<file path="src/rtl/rf_port_arbiter_if.sv">
`default_nettype none
// ============================================================================
// Module      : rf_port_arbiter_if
// Description : Bundle of request, response and rf_32 port signals shared
//               between rf_port_arbiter and its environment.
//               slave  - arbiter view (takes requests, drives rf_32 ports)
//               master - environment view (requesters + rf_32 model)
//   req_valid/req_ready/req_write [1:0]  per-requester handshake
//   req_addr_s/req_addr_t/req_waddr      2 packed ADDR_WIDTH slices
//   req_wdata                            2 packed DATA_WIDTH slices
//   resp_valid/resp_id/resp_ready/resp_a/resp_b  response channel
//   rf_read_addr_s/t, rf_write_*         to rf_32
//   rf_outA/rf_outB                      from rf_32
// Revision    : 1.0 - initial release
// ============================================================================
interface rf_port_arbiter_if #(
   parameter int DATA_WIDTH = 32,
   parameter int ADDR_WIDTH = 5
);
   logic [1:0]              req_valid;
   logic [1:0]              req_ready;
   logic [1:0]              req_write;
   logic [2*ADDR_WIDTH-1:0] req_addr_s;
   logic [2*ADDR_WIDTH-1:0] req_addr_t;
   logic [2*ADDR_WIDTH-1:0] req_waddr;
   logic [2*DATA_WIDTH-1:0] req_wdata;

   logic                    resp_valid;
   logic                    resp_id;
   logic [1:0]              resp_ready;
   logic [DATA_WIDTH-1:0]   resp_a;
   logic [DATA_WIDTH-1:0]   resp_b;

   logic [ADDR_WIDTH-1:0]   rf_read_addr_s;
   logic [ADDR_WIDTH-1:0]   rf_read_addr_t;
   logic [ADDR_WIDTH-1:0]   rf_write_addr;
   logic                    rf_write_enabled;
   logic [DATA_WIDTH-1:0]   rf_write_data;
   logic [DATA_WIDTH-1:0]   rf_outA;
   logic [DATA_WIDTH-1:0]   rf_outB;

   modport slave (
      input  req_valid, req_write, req_addr_s, req_addr_t, req_waddr, req_wdata,
      input  resp_ready, rf_outA, rf_outB,
      output req_ready, resp_valid, resp_id, resp_a, resp_b,
      output rf_read_addr_s, rf_read_addr_t, rf_write_addr, rf_write_enabled,
      output rf_write_data
   );

   modport master (
      output req_valid, req_write, req_addr_s, req_addr_t, req_waddr, req_wdata,
      output resp_ready, rf_outA, rf_outB,
      input  req_ready, resp_valid, resp_id, resp_a, resp_b,
      input  rf_read_addr_s, rf_read_addr_t, rf_write_addr, rf_write_enabled,
      input  rf_write_data
   );
endinterface
`default_nettype wire

</file>
<file path="src/rtl/rf_port_arbiter.sv">
`default_nettype none
// ============================================================================
// Module      : rf_port_arbiter
// Description : Two-requester round-robin arbiter in front of rf_32.
//               One transaction at a time: IDLE (accept) -> ISSUE (rf_32
//               ports driven, read data captured / write committed on the
//               closing edge) -> RESP (held until owner's resp_ready).
// Ports       : clock - system clock, posedge active
//               reset - asynchronous, active-high
//               bus   - rf_port_arbiter_if.slave (requests, responses, rf_32)
// Revision    : 1.0 - initial release
// ============================================================================
module rf_port_arbiter #(
   parameter int DATA_WIDTH = 32,
   parameter int ADDR_WIDTH = 5
) (
   input wire            clock,
   input wire            reset,
   rf_port_arbiter_if.slave bus
);

   typedef enum logic [1:0] {
      ST_IDLE  = 2'd0,
      ST_ISSUE = 2'd1,
      ST_RESP  = 2'd2
   } state_t;

   state_t                state_q;
   logic                  last_grant_q;
   logic                  resp_valid_q;
   logic                  resp_id_q;
   logic [DATA_WIDTH-1:0] resp_a_q;
   logic [DATA_WIDTH-1:0] resp_b_q;
   logic [ADDR_WIDTH-1:0] rf_addr_s_q;
   logic [ADDR_WIDTH-1:0] rf_addr_t_q;
   logic [ADDR_WIDTH-1:0] rf_waddr_q;
   logic [DATA_WIDTH-1:0] rf_wdata_q;
   logic                  rf_we_q;

   // Grant selection: a lone requester wins outright; on contention the
   // requester that did not win last time gets the port.
   logic                  w_grant_id;
   logic                  w_accept;
   logic                  w_sel_write;
   logic [ADDR_WIDTH-1:0] w_sel_addr_s;
   logic [ADDR_WIDTH-1:0] w_sel_addr_t;
   logic [ADDR_WIDTH-1:0] w_sel_waddr;
   logic [DATA_WIDTH-1:0] w_sel_wdata;

   assign w_grant_id   = (&bus.req_valid) ? ~last_grant_q : bus.req_valid[1];
   // Reset gates the accept so req_ready is low for the whole reset window.
   assign w_accept     = (state_q == ST_IDLE) && (|bus.req_valid) && !reset;

   assign w_sel_write  = w_grant_id ? bus.req_write[1] : bus.req_write[0];
   assign w_sel_addr_s = w_grant_id ? bus.req_addr_s[2*ADDR_WIDTH-1:ADDR_WIDTH]
                                    : bus.req_addr_s[ADDR_WIDTH-1:0];
   assign w_sel_addr_t = w_grant_id ? bus.req_addr_t[2*ADDR_WIDTH-1:ADDR_WIDTH]
                                    : bus.req_addr_t[ADDR_WIDTH-1:0];
   assign w_sel_waddr  = w_grant_id ? bus.req_waddr[2*ADDR_WIDTH-1:ADDR_WIDTH]
                                    : bus.req_waddr[ADDR_WIDTH-1:0];
   assign w_sel_wdata  = w_grant_id ? bus.req_wdata[2*DATA_WIDTH-1:DATA_WIDTH]
                                    : bus.req_wdata[DATA_WIDTH-1:0];

   assign bus.req_ready = !w_accept ? 2'b00 : (w_grant_id ? 2'b10 : 2'b01);

   always_ff @(posedge clock or posedge reset) begin
      if (reset) begin
         state_q      <= ST_IDLE;
         last_grant_q <= 1'b1;
         resp_valid_q <= 1'b0;
         resp_id_q    <= 1'b0;
         resp_a_q     <= '0;
         resp_b_q     <= '0;
         rf_addr_s_q  <= '0;
         rf_addr_t_q  <= '0;
         rf_waddr_q   <= '0;
         rf_wdata_q   <= '0;
         rf_we_q      <= 1'b0;
      end else begin
         case (state_q)
            ST_IDLE: begin
               if (w_accept) begin
                  last_grant_q <= w_grant_id;
                  resp_id_q    <= w_grant_id;
                  rf_addr_s_q  <= w_sel_addr_s;
                  rf_addr_t_q  <= w_sel_addr_t;
                  rf_waddr_q   <= w_sel_waddr;
                  rf_wdata_q   <= w_sel_wdata;
                  rf_we_q      <= w_sel_write;
                  state_q      <= ST_ISSUE;
               end
            end
            ST_ISSUE: begin
               // rf_we_q is high in ISSUE exactly when this is a write, so
               // it doubles as the transaction-type flag.
               resp_a_q     <= rf_we_q ? '0 : bus.rf_outA;
               resp_b_q     <= rf_we_q ? '0 : bus.rf_outB;
               resp_valid_q <= 1'b1;
               rf_we_q      <= 1'b0;
               state_q      <= ST_RESP;
            end
            ST_RESP: begin
               if (bus.resp_ready[resp_id_q]) begin
                  resp_valid_q <= 1'b0;
                  state_q      <= ST_IDLE;
               end
            end
            default: begin
               state_q <= ST_IDLE;
            end
         endcase
      end
   end

   assign bus.resp_valid       = resp_valid_q;
   assign bus.resp_id          = resp_id_q;
   assign bus.resp_a           = resp_a_q;
   assign bus.resp_b           = resp_b_q;
   assign bus.rf_read_addr_s   = rf_addr_s_q;
   assign bus.rf_read_addr_t   = rf_addr_t_q;
   assign bus.rf_write_addr    = rf_waddr_q;
   assign bus.rf_write_data    = rf_wdata_q;
   assign bus.rf_write_enabled = rf_we_q;

endmodule
`default_nettype wire

</file>
<file path="src/flat_wrapper.sv">
// flat-port wrapper written by rule: the top's interface ports become plain ports
module rf_port_arbiter_flat 
#(
   parameter int DATA_WIDTH = 32,
   parameter int ADDR_WIDTH = 5
)
  (clock, reset, bus_req_valid, bus_req_write, bus_req_addr_s, bus_req_addr_t, bus_req_waddr, bus_req_wdata, bus_resp_ready, bus_rf_outA, bus_rf_outB, bus_req_ready, bus_resp_valid, bus_resp_id, bus_resp_a, bus_resp_b, bus_rf_read_addr_s, bus_rf_read_addr_t, bus_rf_write_addr, bus_rf_write_enabled, bus_rf_write_data);
  rf_port_arbiter_if #(.DATA_WIDTH(DATA_WIDTH), .ADDR_WIDTH(ADDR_WIDTH)) bus_i ();
  input wire clock;
  input wire reset;
  input wire logic [$bits(bus_i.req_valid)-1:0] bus_req_valid;
  input wire logic [$bits(bus_i.req_write)-1:0] bus_req_write;
  input wire logic [$bits(bus_i.req_addr_s)-1:0] bus_req_addr_s;
  input wire logic [$bits(bus_i.req_addr_t)-1:0] bus_req_addr_t;
  input wire logic [$bits(bus_i.req_waddr)-1:0] bus_req_waddr;
  input wire logic [$bits(bus_i.req_wdata)-1:0] bus_req_wdata;
  input wire logic [$bits(bus_i.resp_ready)-1:0] bus_resp_ready;
  input wire logic [$bits(bus_i.rf_outA)-1:0] bus_rf_outA;
  input wire logic [$bits(bus_i.rf_outB)-1:0] bus_rf_outB;
  output wire logic [$bits(bus_i.req_ready)-1:0] bus_req_ready;
  output wire logic [$bits(bus_i.resp_valid)-1:0] bus_resp_valid;
  output wire logic [$bits(bus_i.resp_id)-1:0] bus_resp_id;
  output wire logic [$bits(bus_i.resp_a)-1:0] bus_resp_a;
  output wire logic [$bits(bus_i.resp_b)-1:0] bus_resp_b;
  output wire logic [$bits(bus_i.rf_read_addr_s)-1:0] bus_rf_read_addr_s;
  output wire logic [$bits(bus_i.rf_read_addr_t)-1:0] bus_rf_read_addr_t;
  output wire logic [$bits(bus_i.rf_write_addr)-1:0] bus_rf_write_addr;
  output wire logic [$bits(bus_i.rf_write_enabled)-1:0] bus_rf_write_enabled;
  output wire logic [$bits(bus_i.rf_write_data)-1:0] bus_rf_write_data;
  assign bus_i.req_valid = bus_req_valid;
  assign bus_i.req_write = bus_req_write;
  assign bus_i.req_addr_s = bus_req_addr_s;
  assign bus_i.req_addr_t = bus_req_addr_t;
  assign bus_i.req_waddr = bus_req_waddr;
  assign bus_i.req_wdata = bus_req_wdata;
  assign bus_i.resp_ready = bus_resp_ready;
  assign bus_i.rf_outA = bus_rf_outA;
  assign bus_i.rf_outB = bus_rf_outB;
  assign bus_req_ready = bus_i.req_ready;
  assign bus_resp_valid = bus_i.resp_valid;
  assign bus_resp_id = bus_i.resp_id;
  assign bus_resp_a = bus_i.resp_a;
  assign bus_resp_b = bus_i.resp_b;
  assign bus_rf_read_addr_s = bus_i.rf_read_addr_s;
  assign bus_rf_read_addr_t = bus_i.rf_read_addr_t;
  assign bus_rf_write_addr = bus_i.rf_write_addr;
  assign bus_rf_write_enabled = bus_i.rf_write_enabled;
  assign bus_rf_write_data = bus_i.rf_write_data;
  rf_port_arbiter #(.DATA_WIDTH(DATA_WIDTH), .ADDR_WIDTH(ADDR_WIDTH)) u_core (.clock(clock), .reset(reset), .bus(bus_i));
endmodule
</file>
<file path="config.mk">
export PLATFORM = sky130hd
export DESIGN_NAME = rf_port_arbiter_flat
export DESIGN_NICKNAME = d
export VERILOG_FILES = /design/src/rtl/rf_port_arbiter_if.sv /design/src/rtl/rf_port_arbiter.sv /design/src/flat_wrapper.sv
export SDC_FILE = /design/constraint.sdc
export NUM_CORES = 1
export LEC_CHECK = 0
export ABC_AREA = 1
export CORE_UTILIZATION = 40
export DETAILED_ROUTE_END_ITERATION = 10
export PLACE_DENSITY_LB_ADDON = 0.25
export SLEW_MARGIN = 0
export SYNTH_ARGS = -nofsm -noshare
export SYNTH_HDL_FRONTEND = slang
export SYNTH_SLANG_ARGS = --single-unit
export TNS_END_PERCENT = 10
</file>
<file path="constraint.sdc">
create_clock -name clock -period 12.2 [get_ports clock]
set_clock_uncertainty 0.05 [all_clocks]
set_input_delay 1.22 -clock clock [delete_from_list [all_inputs] [get_ports clock]]
set_output_delay 1.22 -clock clock [all_outputs]
set_load 0.03 [all_outputs]
</file>
== Word level (Yosys, flattened, before mapping) ==
Cells that the tools add are included.

* Word-level logic and storage cells: 48
* Bits of input ports: 166
* Memory bits (writable): 0
* Output and inout bits: 116
* Bits in read-only memories: 0
* Latch bits: 0
* Memories kept: 0
* Bits in registers: 117

* Multiply operators: 0
* Add/subtract/negate cells: 0
* $lt $le $gt $ge: 1
* Reduce and logical (&&, ||, !) cells: 12
* Equality and inequality tests: 4
* Multiplexer cells: 19
* Bitwise gates (word level): 1
* Div/mod/pow operators: 0
* Shift operators: 0

{| class="wikitable"
|+ Operators by type and width
! kind !! number
|-
| $mux 32 || 3
|-
| $mux 5 || 3
|-
| $reduce_and 2->1 || 5
|-
| $mux 2 || 4
|-
| $mux 1 || 6
|-
| $pmux 2 s3 || 1
|-
| $ne 2x1->1 const B || 2
|-
| $pmux 1 s2 || 2
|-
| $reduce_bool 2->1 || 2
|-
| $eq 2x1->1 const B || 1
|-
| $eq 2x2->1 const B || 1
|-
| $logic_and 1x1->1 || 2
|-
| $logic_not 2->1 || 1
|-
| $lt 1x2->1 const B || 1
|-
| $reduce_or 2->1 || 1
|-
| $logic_not 1->1 || 1
|-
| $not 1->1 || 1
|}

== Logic depth before layout (Yosys ltp) ==
Gate-level depths: netlist of the first run.

* Depth after elaboration: 5
* Mapped depth: 9
* Depth with buffers taken out: 7

== Least setup slack after synthesis of the first run ==
Ideal clock, no wire load.

* Path type: input to output
* From: in reset
* To: out bus_req_ready[1]
* Buffers on the path: 1
* Path slack: 6.138 ns
* Arrival time: 4.792 ns
* Stages on the path: 4
* Data required time: 10.930 ns
* Cell sequence: inv_1 > nand3_2 > clkbuf_1 > nor2_1

* Word-level cells in the longest chain between the ends: 3

{| class="wikitable"
|+ Ends and longest elaborated chain
! item !! line !! source
|-
| start: declaration || flat_wrapper.sv:10 || <nowiki>input wire reset;</nowiki>
|-
| $logic_not 1->1 || rf_port_arbiter.sv:52 || <nowiki>assign w_accept = (state_q == ST_IDLE) && (|bus.req_valid) && !reset;</nowiki>
|-
| $logic_and 1x1->1 || rf_port_arbiter.sv:52 ||
|-
| $mux 2 || rf_port_arbiter.sv:64 || <nowiki>assign bus.req_ready = !w_accept ? 2'b00 : (w_grant_id ? 2'b10 : 2'b01);</nowiki>
|-
| end: declaration || flat_wrapper.sv:20 || <nowiki>output wire logic [$bits(bus_i.req_ready)-1:0] bus_req_ready;</nowiki>
|}

Every way passes these cells.

== Worst setup path in the final report of the first run ==
* From: in reset
* To: out bus_req_ready[0]

Same word-level chain as after synthesis.

==> impl_metrics.yaml, run 1 <==
status:
  status: "completed"
clock_network:
  h-tree-depth: 4
  ctsHoldBuffers: 0
  post_cts_buffers: 0
  clock_path_buffers: 2
  clk_pin_slew_worst_paths_ns: 0.05
  cts_tree: "built"
  cts_buffers: 17
  cts-root-buf: "clkbuf_16"
  clk_latency_ns: 0.40
  clock-sinks: 117
  ctsResizeCount: 0
global_route:
  grt_antenna_before_repair: 0
  grt-ovfl-total: 0
  grt_pass1_vias: 4747
  grt_pass1_wl_microns: 23300
  grt_max_degree: 104
  grt_use_total: 0.227
floorplanning:
  die_area_sq_um: 13400
  die_y_microns: 116
  fp.dieW_microns: 116
  rows: 41
  ios: 282
  initial_core_util: 0.410
  core-area_sq_um: 12600
critical_path:
  critical-path-max-stage-delay_ns: 0.69
  crit_path_frequent_cell: "clkdlybuf4s50_1"
  crit_path_end: "bus_req_ready[0]"
  crit_chain: "clkdlybuf4s50_1 -> inv_4 -> nand3_2 -> buf_4 -> nor2_1 -> clkdlybuf4s50_1"
  rr_worst_depth: 5
  crit_required_ns: 10.93
  slowest_stage: "clkdlybuf4s50_1"
  cp-startpoint: "reset"
  arrival_ns: 3.63
  reg2reg_slack_ns: 10.26
  r2r_end: "u_core.bus.rf_write_addr[0]"
  critPathKind: "input pin to output port"
  worst_setup_path_start_kind: "input pin"
  r2r-start: "u_core.state_q[0]"
  end_kind: "output port"
  worstPathMaxFanout: 64
power_and_ir_drop:
  leakage_uw: 0.00423
  ir_worst_vdd_mv: 0.155
  power_density_nw_per_um2: 266
logic_synthesis:
  ys.flop_type: "dfrtp_1"
  syn_inst: 666
  synth_fp_nets: 832
  syn_area_sq_um: 5170
  ys_types: 17
  synth_top_cells_by_area: "dfrtp_1, nand2_1, o21ai_0"
  synth_area_per_cell_sq_um: 7.76
  synth_top_area_share: 0.562
  yosysMostFrequentCell: "nand2_1"
  synth-async-reset-ratio: 1.00
  synth-edff-count: 0
  synth.largest_area_cell: "dfrtp_1"
  synth_common_cells: "nand2_1, dfrtp_1, o21ai_0"
  ys_ff_latch: 117
  yosys_warnings: 0
  seq_area_frac_synth: 0.567
sta:
  setup_violations: 0
  finalCriticalPeriod_ns: 4.90
  rsz0062_at_grt: "false"
  maxSlewViolCount: 0
  worst_slew_pin_slew_ns: 1.07
  hold_viol_final: 0
  clock.fmax_mhz: 204
  post-route-period-util: 0.402
  whs_ns: 0.424
  fin_tns_setup_ns: 0
  slew_headroom: 0.283
drt:
  via_count: 5075
  drc: 0
  vias_per_cell: 4.56
  firstDrtPassIters: 4
  drt_wl_total_microns: 14800
  drt.antenna.violating_nets: 0
  initialDrtViolationCount: 305
  avgRoutedWirePerCell_microns: 13.3
finish:
  diodes: 0
  syn_to_final_growth_pct: 66.8
  nNetsFinal: 1097
  utilization: 0.683
  drive_gt1_frac: 0.0467
  num-fill-cells: 1068
min_path:
  hp-class: "flop to flop"
place:
  gp_congestion: 0.800
  dpl.hpwl_microns: 10000
  io_buffer_count: 281
run:
  max-cap-violations: 0
flip-flops by register name (all words and copies together) (netlist names), 2 cells and up:
signal and count:
u_core.state_q 2, u_core.bus.resp_b 32, u_core.bus.rf_read_addr_t 5, u_core.bus.rf_write_addr 5, u_core.bus.rf_write_data 32, u_core.bus.rf_read_addr_s 5, u_core.bus.resp_a 32
metal layers:
layer | vias to the layer above | global-route usage | wire (microns)
met3 | 38 | 0.0696 | 1190
li1 | 2578 | - | -
met1 | 2260 | 0.268 | 6080
met4 | 0 | 0.115 | 571
met2 | 199 | 0.377 | 6990
met5 | - | 0 | 0
how the worst min path moves through the flow:
stage	startpoint	to	slack (ns)	depth (start not counted)
final	u_core.bus.rf_write_data[21]	u_core.bus.rf_write_data[21]	0.42	2
after global routing	u_core.bus.rf_write_data[2]	u_core.bus.rf_write_data[2]	0.44	2
after CTS	u_core.bus.rf_write_data[21]	u_core.bus.rf_write_data[21]	0.43	2
after detailed placement	u_core.bus.rf_write_data[28]	u_core.bus.rf_write_data[28]	0.42	2
after global placement	u_core.bus.rf_write_data[18]	u_core.bus.rf_write_data[18]	0.41	2
after floorplan	u_core.last_grant_q	u_core.last_grant_q	0.42	2
final cells by class:
class | count | area (sq um) | area share
clock inverter | 10 | 130 | 0.0151
timing repair buffer | 286 | 2850 | 0.331
inverter | 7 | 28.8 | 0.00334
sequential | 117 | 2930 | 0.340
multi-input combinational | 502 | 2000 | 0.232
clock buffer | 20 | 467 | 0.0541
tap | 172 | 215 | 0.0250
worst max-delay path: cells and delay by family:
family / cells / cell delay, ns
buffers and inverters: 4 / 2.04
and+or+nand+nor: 2 / 0.32
placed cells by master, fill, tap and decap left out:
| master | count |
|---|---|
| a21oi_1 | 3 |
| buf_4 | 5 |
| bufinv_16 | 3 |
| clkbuf_16 | 17 |
| clkbuf_8 | 3 |
| clkdlybuf4s50_1 | 281 |
| clkinv_2 | 5 |
| clkinvlp_4 | 2 |
| dfrtp_1 | 116 |
| dfstp_2 | 1 |
| inv_1 | 4 |
| inv_2 | 2 |
| inv_4 | 1 |
| nand2_1 | 421 |
| nand2_2 | 1 |
| nand2_4 | 1 |
| nand3_1 | 4 |
| nand3_2 | 1 |
| nor2_1 | 4 |
| nor2_2 | 1 |
| nor2_4 | 1 |
| o21ai_0 | 65 |
logic make-up after synthesis:
logic type	synth area share
AO/OA/AOI/OAI	0.0658
buffers and inverters	0.0487
flip-flops	0.567
AND/OR/NAND/NOR	0.319
stage by stage:
stage               cell area [sq um]  worst slack [ns]  total power, uW  instances
floorplan                        5170              6.14             1310        666
global placement                 8020              7.26             1790       1084
detailed placement               8020              7.27             1810       1084
CTS                              8620              7.25             2320       1114
global route                     8620              7.06             2430       1114
finish                           8620              7.30             2300       1114
power breakdown:
part / internal, uW / switching [uW] / total, uW
Combinational: 447 / 682 / 1130
Clock: 333 / 167 / 499
Sequential: 570 / 97.6 / 668
Note: power is estimated with default switching activity, not from simulation.
==> run 2: changes to the inputs <==
- CORE_UTILIZATION: 40 -> 35
- clock period: 12.2 -> 4.3 ns (I/O delays scaled with it)
==> run 2 against run 1 <==
Clock power increased to 2.7 times the previous value. Combinational power increased to 2.8 times the previous value. Non-clock buffer count is 2 higher. Global-route usage fell by 2.3 points. Die area grew 14%. Setup slack got worse by 5.8 ns.
==> impl_metrics.yaml, run 2 (synthesized netlist as in run 1, its figures left out) <==
status:
  status: "completed"
sta:
  hold_viol_final: 0
  rsz0062_at_grt: "false"
  setup_violations: 0
  slew_headroom: 0.288
  maxSlewViolCount: 0
  clock.fmax_mhz: 351
  fin_tns_setup_ns: 0
  post-route-period-util: 0.662
  fin_ws_ns: 1.45
  worst_slew_pin_slew_ns: 1.07
  finalCriticalPeriod_ns: 2.85
global_route:
  use_met3: 0.0530
  grt_max_degree: 77
  grt_pass1_vias: 4825
  grt_use_total: 0.205
  grt_pass1_wl_microns: 23700
  grt_antenna_before_repair: 0
  grt-ovfl-total: 0
  globalRouteMet1Util: 0.245
  grt.busiest_layer: "met2"
  grtUsageMet2: 0.341
finish:
  fin_area_sq_um: 8630
  syn_to_final_growth_pct: 66.9
  nNetsFinal: 1099
  layout_common_cells: "nand2_1, clkdlybuf4s50_1, dfrtp_1"
  fin_cells: 1130
  drive_gt1_frac: 0.0497
  final_common_cell: "nand2_1"
  diodes: 0
place:
  placedCellCount: 1098
  dpl.hpwl_microns: 10500
  dp_slack_ns: 1.28
  gp_congestion: 0.755
  io_buffer_count: 281
  placed_area_sq_um: 8060
clock_network:
  cts_buffers: 17
  cts-root-buf: "clkbuf_16"
  post_cts_buffers: 0
  clock_path_buffers: 2
  cts_tree: "built"
  clk_pin_slew_worst_paths_ns: 0.05
  clock-sinks: 117
  ctsHoldBuffers: 0
  clk_latency_ns: 0.41
  h-tree-depth: 4
  ctsResizeCount: 0
critical_path:
  r2r_end: "u_core.bus.resp_b[6]"
  crit_required_ns: 3.82
  reg2reg_slack_ns: 2.39
  crit_chain: "clkdlybuf4s50_1 -> clkinvlp_4 -> nand3_2 -> buf_4 -> nor2_1 -> clkdlybuf4s50_1"
  arrival_ns: 2.37
  end_kind: "output port"
  crit_path_frequent_cell: "clkdlybuf4s50_1"
  r2r-start: "u_core.state_q[0]"
  critPathKind: "input pin to output port"
  worst_setup_path_start_kind: "input pin"
  rr_worst_depth: 3
  critical-path-max-stage-delay_ns: 0.62
  slowest_stage: "clkdlybuf4s50_1"
  worstPathMaxFanout: 53
power_and_ir_drop:
  ir_worst_vdd_mv: 0.399
  finalPower_uw: 6450
  power_density_nw_per_um2: 748
  leakage_uw: 0.00422
run:
  max-cap-violations: 0
drt:
  drt_wl_total_microns: 15200
  drt.antenna.violating_nets: 0
  drc: 0
  via_count: 5070
  avgRoutedWirePerCell_microns: 13.5
  firstDrtPassIters: 4
  initialDrtViolationCount: 316
  vias_per_cell: 4.49
floorplanning:
  core-area_sq_um: 14500
  ios: 282
  fp.dieW_microns: 124
  rows: 44
  die_area_sq_um: 15300
  die_y_microns: 124
  initial_core_util: 0.357
min_path:
  holdPathEnd: "u_core.bus.rf_write_data[16]"
  hold_path_depth: 2
  hp-class: "flop to flop"
  worstHoldStart: "u_core.bus.rf_write_data[16]"
-- run 2: worst max path at each step --
stage          startpoint                      endpoint  slack (ns)  depth (start not counted)
2_1_floorplan       reset              bus_req_ready[1]        0.80                          4
3_3_place_gp        reset  u_core.bus.rf_write_data[14]        1.33                          8
3_5_place_dp        reset  u_core.bus.rf_write_data[22]        1.28                          8
4_1_cts             reset              bus_req_ready[0]        1.45                          6
5_1_grt             reset              bus_req_ready[0]        1.34                          6
6_report            reset              bus_req_ready[0]        1.45                          6
-- run 2: final cells by class --
class / count / area, sq um
Fill cell: 1324 / 5850
Sequential cell: 117 / 2930
Timing Repair Buffer: 288 / 2870
Multi-Input combinational cell: 502 / 2000
Clock buffer: 23 / 498
Tap cell: 184 / 230
Clock inverter: 9 / 75.1
Inverter: 7 / 30.0
-- run 2: power by group --
group          total [uW]  switching (uW)  internal, uW
logic                3210            1940          1270
clock network        1340             479           863
registers            1900             277          1620
-- run 2: worst max-delay path, delay by kind of cell --
family	cells	cell delay, ns
and+or+nand+nor	2	0.21
buffers and inverters	4	1.72
-- run 2: through the flow --
stage | hold WS [ns] | util
2_1_floorplan | 0.418 | -
5_1_grt | 0.442 | 0.596
4_1_cts | 0.429 | 0.596
3_3_place_gp | 0.411 | 0.556
6_report | 0.423 | 0.596
3_5_place_dp | 0.414 | 0.556
-- run 2: layer usage --
metal / part of all wire / up-vias / wire length [microns]
li1: - / 2588 / -
met1: 0.41 / 2292 / 6280
met2: 0.50 / 157 / 7540
met3: 0.062 / 33 / 951
met4: 0.029 / 0 / 449
met5: 0 / - / 0
==> run 3: changes to the inputs <==
- clock period: 4.3 -> 2.5 ns (I/O delays scaled with it)
==> run 3 against run 2 <==
Via count fell by 0.12%. Power rose by 73%. Non-clock buffer count rose by 2. Global-route usage rose by 0.20 points. Sequential share of layout area fell by 0.10 points. Flip-flop and latch count did not move. Utilization rose by 0.18 points.
==> impl_metrics.yaml, run 3 (synthesized netlist as in run 1, its figures left out) <==
sta:
  finalCriticalPeriod_ns: 1.94
  worst_slew_pin_slew_ns: 1.11
  clock.fmax_mhz: 515
  slew_headroom: 0.259
  hold_viol_final: 0
  fin_tns_setup_ns: 0
  maxSlewViolCount: 0
  rsz0062_at_grt: "false"
  fin_ws_ns: 0.557
  post-route-period-util: 0.777
  setup_violations: 0
finish:
  nNetsFinal: 1101
  layout_common_cells: "nand2_1, clkdlybuf4s50_1, dfrtp_1"
  drive_gt1_frac: 0.0487
  syn_to_final_growth_pct: 67.4
  diodes: 0
  final_common_cell: "nand2_1"
  fin_area_sq_um: 8650
status:
  status: "completed"
drt:
  drt.antenna.violating_nets: 0
  avgRoutedWirePerCell_microns: 13.7
  via_count: 5064
  drt_wl_total_microns: 15500
  initialDrtViolationCount: 269
  vias_per_cell: 4.49
  firstDrtPassIters: 5
  drc: 0
clock_network:
  h-tree-depth: 4
  clock-sinks: 117
  ctsResizeCount: 0
  post_cts_buffers: 0
  clk_latency_ns: 0.39
  cts_buffers: 17
  clock_path_buffers: 2
  cts_tree: "built"
  ctsHoldBuffers: 0
  clk_pin_slew_worst_paths_ns: 0.05
  cts-root-buf: "clkbuf_16"
critical_path:
  worst_setup_path_start_kind: "flop"
  critPathKind: "flop to output port"
  crit_required_ns: 2.20
  cp-startpoint: "u_core.last_grant_q"
  reg2reg_slack_ns: 0.59
  rr_worst_depth: 5
  r2r_end: "u_core.bus.rf_write_data[8]"
  end_kind: "output port"
  r2r-start: "u_core.state_q[0]"
  arrival_ns: 1.64
  worstPathMaxFanout: 21
place:
  placed_area_sq_um: 8100
  dpl.hpwl_microns: 11000
  gp_congestion: 0.840
  io_buffer_count: 281
  dp_slack_ns: 0.341
min_path:
  hp-class: "input pin to flop"
  hold_path_depth: 3
  worstHoldStart: "bus_rf_outA[28]"
  holdPathEnd: "u_core.bus.resp_a[28]"
power_and_ir_drop:
  power_density_nw_per_um2: 1290
  ir_worst_vdd_mv: 0.759
  leakage_uw: 0.00424
  finalPower_uw: 11100
floorplanning:
  fp.dieW_microns: 124
  ios: 282
  rows: 44
  die_area_sq_um: 15300
  die_y_microns: 124
  core-area_sq_um: 14500
  initial_core_util: 0.357
global_route:
  grt_use_total: 0.207
  grt_max_degree: 75
  grt_antenna_before_repair: 0
  grt_pass1_wl_microns: 23800
  grt-ovfl-total: 0
  grt_pass1_vias: 4726
run:
  max-cap-violations: 0
-- run 3: metal layers --
metal	global-route usage	vias to the layer above	wire, microns
li1	-	2579	-
met4	0.0911	0	431
met1	0.250	2285	6520
met3	0.0803	28	1240
met5	0	-	0
met2	0.325	172	7330
-- run 3: cell type report --
cell class	count	area, sq um
fillers	1342	5820
flip-flops and latches	117	2930
repair buffers	290	2900
multi-input cells	502	2010
clock buffers	24	482
well taps	184	230
clock inverters	5	75.1
inverters	7	30.0
-- run 3: stage by stage --
stage / std cells / hold slack [ns] / util
after global routing: 1129 / 0.347 / 0.598
after global placement: 1100 / 0.412 / 0.559
final: 1129 / 0.348 / 0.598
after floorplan: 666 / 0.345 / -
after CTS: 1129 / 0.333 / 0.598
after detailed placement: 1100 / 0.414 / 0.559
-- run 3: critical path, stage by stage (launching register included) --
cell and delay, ns:
dfstp_2 0.55, nand2_1 0.08, nand2_2 0.11, buf_4 0.28, nor2_4 0.06, buf_4 0.17
-- run 3: where the power goes --
group	internal [uW]	switching (uW)	leakage [uW]	total, uW
Combinational	2220	3360	0.00250	5570
Clock	1520	779	0.000276	2300
Sequential	2780	478	0.00147	3260
-- run 3: worst max path at each step --
stage	to	slack, ns
2_1_floorplan	bus_req_ready[1]	-0.44
3_3_place_gp	u_core.bus.rf_write_enabled	0.38
3_5_place_dp	u_core.bus.rf_write_data[28]	0.34
4_1_cts	bus_req_ready[1]	0.52
5_1_grt	u_core.bus.rf_write_data[8]	0.38
6_report	bus_req_ready[1]	0.56
